===== src/rtl/nd_bus_pkg.sv =====
// Shared constants and FSM state type for the remote-bus receive capture path.
package nd_bus_pkg;

    localparam int unsigned BUS_W    = 10;
    localparam int unsigned RX_DEPTH = 2;
    localparam int unsigned LVL_W    = 2;

    typedef enum logic [1:0] {
        IDLE = 2'd0,
        OPEN = 2'd1,
        PUSH = 2'd2
    } rx_state_t;

endpackage


===== src/rtl/bus_rx_fifo.sv =====
// Two-entry FIFO with 1-bit read/write pointers, an occupancy count and
// registered head-of-buffer data/valid outputs.
module bus_rx_fifo
    import nd_bus_pkg::*;
(
    input  logic             clk,
    input  logic             rst_n,
    input  logic             push,
    input  logic [BUS_W-1:0] push_data,
    input  logic             pop,
    output logic [BUS_W-1:0] head_data,
    output logic             head_valid,
    output logic [LVL_W-1:0] level,
    output logic             full,
    output logic             empty
);

    logic [BUS_W-1:0] mem [RX_DEPTH];
    logic             wr_ptr;
    logic             rd_ptr;
    logic [LVL_W-1:0] count;

    logic             do_pop;
    logic             do_push;
    logic             rd_ptr_nxt;
    logic [LVL_W-1:0] count_nxt;
    logic [BUS_W-1:0] head_nxt;

    assign empty = (count == '0);
    assign full  = (count == LVL_W'(RX_DEPTH));
    assign level = count;

    // Head register is loaded with the word that will sit at rd_ptr after this
    // edge, bypassing mem when that slot is being written on the same edge.
    always_comb begin
        do_pop     = pop && !empty;
        do_push    = push && (!full || do_pop);
        rd_ptr_nxt = rd_ptr ^ do_pop;
        count_nxt  = count + LVL_W'(do_push) - LVL_W'(do_pop);
        head_nxt   = head_data;
        if (count_nxt != '0) begin
            if (do_push && (wr_ptr == rd_ptr_nxt))
                head_nxt = push_data;
            else
                head_nxt = mem[rd_ptr_nxt];
        end
    end

    always_ff @(posedge clk or negedge rst_n) begin
        if (!rst_n) begin
            wr_ptr     <= 1'b0;
            rd_ptr     <= 1'b0;
            count      <= '0;
            head_data  <= '0;
            head_valid <= 1'b0;
        end else begin
            wr_ptr     <= wr_ptr ^ do_push;
            rd_ptr     <= rd_ptr_nxt;
            count      <= count_nxt;
            head_data  <= head_nxt;
            head_valid <= (count_nxt != '0);
        end
    end

    always_ff @(posedge clk) begin
        if (do_push)
            mem[wr_ptr] <= push_data;
    end

endmodule


===== src/rtl/bus_rx_capture.sv =====
// Captures words from a remote latching bus driver into a 2-entry FIFO.
// Compile option BUS_RX_SYNC_EN adds 2-flop synchronisers on le/oe_n and d.
module bus_rx_capture
    import nd_bus_pkg::*;
(
    input  logic             sysclk,
    input  logic             sys_rst_n,
    input  logic [BUS_W-1:0] bus_d,
    input  logic             bus_le,
    input  logic             bus_oe_n,
    output logic [BUS_W-1:0] rx_data,
    output logic             rx_valid,
    input  logic             rx_ready,
    output logic [LVL_W-1:0] rx_level,
    output logic             rx_ovf,
    input  logic             ovf_clr,
    output logic             abort_pulse
);

    logic             le_s;
    logic             oe_n_s;
    logic [BUS_W-1:0] d_s;

`ifdef BUS_RX_SYNC_EN
    logic [1:0]       le_sync;
    logic [1:0]       oe_n_sync;
    logic [BUS_W-1:0] d_dly [2];

    always_ff @(posedge sysclk or negedge sys_rst_n) begin
        if (!sys_rst_n) begin
            le_sync   <= '0;
            oe_n_sync <= '1;
            d_dly[0]  <= '0;
            d_dly[1]  <= '0;
        end else begin
            le_sync   <= {le_sync[0], bus_le};
            oe_n_sync <= {oe_n_sync[0], bus_oe_n};
            d_dly[0]  <= bus_d;
            d_dly[1]  <= d_dly[0];
        end
    end

    assign le_s   = le_sync[1];
    assign oe_n_s = oe_n_sync[1];
    assign d_s    = d_dly[1];
`else
    assign le_s   = bus_le;
    assign oe_n_s = bus_oe_n;
    assign d_s    = bus_d;
`endif

    rx_state_t        state;
    rx_state_t        state_nxt;
    logic             load_shadow;
    logic             push;
    logic             abort;
    logic [BUS_W-1:0] shadow;
    logic             pop;
    logic             fifo_full;
    logic             fifo_empty;

    always_ff @(posedge sysclk or negedge sys_rst_n) begin
        if (!sys_rst_n)
            state <= IDLE;
        else
            state <= state_nxt;
    end

    always_comb begin
        state_nxt = state;
        unique case (state)
            IDLE: if (le_s && !oe_n_s) state_nxt = OPEN;
            OPEN: begin
                if (oe_n_s)
                    state_nxt = IDLE;
                else if (!le_s)
                    state_nxt = PUSH;
            end
            PUSH:    state_nxt = IDLE;
            default: state_nxt = IDLE;
        endcase
    end

    always_comb begin
        load_shadow = 1'b0;
        push        = 1'b0;
        abort       = 1'b0;
        unique case (state)
            IDLE:    load_shadow = le_s && !oe_n_s;
            OPEN: begin
                load_shadow = le_s && !oe_n_s;
                abort       = oe_n_s;
            end
            PUSH:    push = 1'b1;
            default: ;
        endcase
    end

    always_ff @(posedge sysclk or negedge sys_rst_n) begin
        if (!sys_rst_n) begin
            shadow      <= '0;
            abort_pulse <= 1'b0;
            rx_ovf      <= 1'b0;
        end else begin
            if (load_shadow)
                shadow <= d_s;
            abort_pulse <= abort;
            // A new overflow wins over a simultaneous clear.
            if (push && fifo_full && !pop)
                rx_ovf <= 1'b1;
            else if (ovf_clr)
                rx_ovf <= 1'b0;
        end
    end

    assign pop = rx_ready && !fifo_empty;

    bus_rx_fifo u_fifo (
        .clk        (sysclk),
        .rst_n      (sys_rst_n),
        .push       (push),
        .push_data  (shadow),
        .pop        (pop),
        .head_data  (rx_data),
        .head_valid (rx_valid),
        .level      (rx_level),
        .full       (fifo_full),
        .empty      (fifo_empty)
    );

endmodule


===== config.mk =====
export PLATFORM = sky130hd
export DESIGN_NAME = bus_rx_capture
export DESIGN_NICKNAME = d
export VERILOG_FILES = /design/src/rtl/nd_bus_pkg.sv /design/src/rtl/bus_rx_fifo.sv /design/src/rtl/bus_rx_capture.sv
export SDC_FILE = /design/constraint.sdc
export NUM_CORES = 1
export LEC_CHECK = 0
export ABC_AREA = 1
export BUFFER_PORTS_ARGS = -buffer_cell sky130_fd_sc_hd__clkbuf_2
export CAP_MARGIN = 10
export CORE_ASPECT_RATIO = 0.8
export CORE_UTILIZATION = 56
export CTS_CLUSTER_SIZE = 8
export DETAILED_ROUTE_END_ITERATION = 10
export GPL_TIMING_DRIVEN = 0
export PLACE_DENSITY = 0.79
export SETUP_SLACK_MARGIN = 0.15
export SYNTH_ARGS = -nofsm -noshare
export SYNTH_HDL_FRONTEND = slang
export SYNTH_HIERARCHICAL = 1
export SYNTH_SLANG_ARGS = --single-unit

===== constraint.sdc =====
create_clock -name sysclk -period 2.9 [get_ports sysclk]
set_input_delay 0.58 -clock sysclk [delete_from_list [all_inputs] [get_ports sysclk]]
set_output_delay 0.58 -clock sysclk [all_outputs]
set_load 0.005 [all_outputs]

==> impl_results.md <==
* Crit path time final at ~2.5 ns
* Synth Instances at roughly 250
* WL final at 4010 um
* Leading cell type in the layout, fill and taps excluded: nand2_1
* Final setup violation count at 0
* Clock Sinks at 49
* Syn avg cell area at around 8.9 um^2
* Setup TNS at 0 ns
* Router iterations before antenna repair at 4
* I/O Pins at 31
* Post-synthesis sequential area ratio at between 50% and 60%
* Final Hold Slack at between 0.3 and 0.4 ns
* F_max at roughly 410 MHz
* Vias per cell at between 4 and 5
* Layout Skew at between 0.006 and 0.007 ns
* Crit path DAT at 2.65 ns
* Maximum fanout along the worst path at 11
* Clock Pin Slew Worst Setup and Hold Paths at 0.08 ns
* GRT overflow at 0
* Filler cells at between 300 and 400
* Post-Syn Nets at between 200 and 300
* Deepest clock path buffer count at 2
* Die X at 72.3 um
* Drt wl/cell at 11.7 um
* Netlist cell types at 19
* Initial DRC Count at about 150
* Post-Syn Area at roughly 2200 um^2
* H-tree lvl count at 2
* Core Rows at 20
* Max Slew Vio Count at 0
* DP Worst Slack at roughly 0.35 ns
* Fin util at between 60% and 70%
* Clk network pwr share at between 20% and 30%
* Most frequent cells in the layout: nand2_1, inv_1, nand3_1
* Pwr/cell area at ~1000 nW/um^2
* Net Sw Frac at 36.3%
* CTS buffer count at 5
* Yosys warns at 6
* Setup CP Type: reg2reg
* Largest net degree at the start of global routing at 30
* Setup crit end kind: flop
* Initial antenna violation count at 0
* CP required at approximately 3 ns
* Layout cell share with drive strength beyond 1 at 18.4%
* DIE AREA at ~4200 um^2
* Internal power at around 1.6 mW
* Worst VDD drop at between 0.0004 and 0.0005 V
* Sequential power share at 39.0%
* Worst slew pin tran at approximately 0.71 ns
* Vias in the first global route at around 1400
* Max_slew headroom at between 50 and 60%
* Status: finished clean
* First-pass GRT wire length at around 6700 um
* Register area at roughly 1300 um^2
* R2R setup slack at 0.45 ns
* Syn-to-layout area delta at 16.5%
* Max-Cap Viols at 0
* Root Buffer: clkbuf_8
* Die Span Y at ~58 um
* Final hold violation count at 0
* Core Area at around 3800 um^2
* Startpoint class of the critical path: flop
* Initial core utilization at 58.5%
* Port Buffers at 30
* Post-layout nets at 306
* Clk Latency, worst-skew pair at about 0.30 ns
* Final antenna-violating net count at 0
* Setup ws final at ~0.45 ns
* CTS tree: done
* Multi-input logic area at approximately 660 um^2
* Vias post-DR at 1610
* RSZ-0062 raised after global routing: false
* P_sw at 0.909 mW
* Dpl hpwl at around 2800 um
* GRT Total Usage at 21.8%
* Leak pwr at between 1 and 1.5 nW
* Comb power frac at between 30% and 40%
* GPL Wtd Cong at 0.801
* Diodes inserted at 0
* Final worst path period share at roughly 85%
* Flops & latches, synth at between 40 and 50
* Drc violations at 0
* Worst Hold Class: in2async
## metal layers
metal  share of wire (%)  wire (um)  GRT usage, %
met1                  47       1890          31.0
met2                  47       1870          33.2
met3                 5.2        210          6.43
met4                0.97         39          5.04
met5                   0          0             0
## state kept, by name, indices dropped and copies added, names as in the netlist
name and flops:
abort_pulse 1, shadow 10, rx_ovf 1, u_fifo/rd_ptr 1
u_fifo/wr_ptr 1, state 2, u_fifo/mem 20, u_fifo/head_valid 1
u_fifo/head_data 10, u_fifo/level 2
## cells by family (layout without fill, tap and decap cells)
| group | Yosys count | in the layout | share of synthesized area (%) |
|---|---|---|---|
| xor gates and xnor gates | 1 | 1 | 0.396 |
| adders and majority gates | 3 | 3 | 1.70 |
| and+or+nand+nor | 141 | 141 | 27.0 |
| buffers and inverters | 53 | 92 | 10.3 |
| AOI/OAI and AO/OA | 2 | 2 | 0.622 |
| DFF | 49 | 49 | 60.0 |
## what timing repair did
item | CTS | global route
hold buffers | 0 | 0
setup buffers | 0 | 1
endpoints found under the setup margin | 0 | 10
resized for setup | 0 | 3
## metrics by stage
stage | total power [mW] | instances | cell area (um^2)
after CTS | 2.51 | 342 | 2560
after global placement | 1.90 | 334 | 2430
after floorplan | 1.64 | 249 | 2210
after global routing | 2.69 | 343 | 2570
after detailed placement | 1.94 | 334 | 2430
final | 2.50 | 343 | 2570
## cell type report
cell class                      instances  share of cell area (%)
Buffer                                  7                    2.24
Multi-Input combinational cell        147                    25.5
Clock inverter                          3                    2.53
Timing Repair Buffer                   31                    6.12
Tap cell                               55                    2.67
Inverter                               46                    6.71
Clock buffer                            5                    2.67
Sequential cell                        49                    51.6
## cell usage after synthesis (all sizes together)
cell,count,area share (%)
nand2,97,16
o21ai,2,0.62
nand3b,1,0.51
ha,3,1.7
nand2b,1,0.28
xor2,1,0.40
dfrtp,29,33
buf,7,2.5
inv,46,7.8
nor2,4,0.91
edfxtp,20,27
nor3,1,0.23
nand3,37,8.6
## power by group through the flow
stage	combinational (mW)	clock [mW]	sequential (mW)
finish	0.972	0.555	0.976
global route	1.11	0.594	0.992
CTS	0.964	0.568	0.977
detailed placement	0.944	0	0.991
global placement	0.921	0	0.980
floorplan	0.658	0	0.983
## worst max-delay path: stages, from the launching register on
cell and delay (ns):
dfrtp_2 0.45, inv_1 0.07, nand2_1 0.07, inv_1 0.05, inv_1 0.04, nand2_1 0.07
inv_1 0.08, o21ai_0 0.16, inv_1 0.11, buf_4 0.19, nand2_1 0.06, nand2_1 0.05
ha_1 0.18, xor2_1 0.15, nand2b_1 0.16, nand3b_2 0.13, buf_6 0.17, nand3_1 0.10
nand2_1 0.06
## final timing paths
kind / start / end / depth (start not counted)
min in group sysclk: bus_oe_n / state[1] / 2
worst max-delay path: u_fifo/level[1] / u_fifo/head_data[4] / 18
worst min register to register: rx_ovf / rx_ovf / 2
worst max register to register: u_fifo/level[1] / u_fifo/head_data[4] / 18
max in group asynchronous: sys_rst_n / u_fifo/level[1] / 1
worst min-delay path: sys_rst_n / abort_pulse / 1
Note: power is estimated with default switching activity, not from simulation.
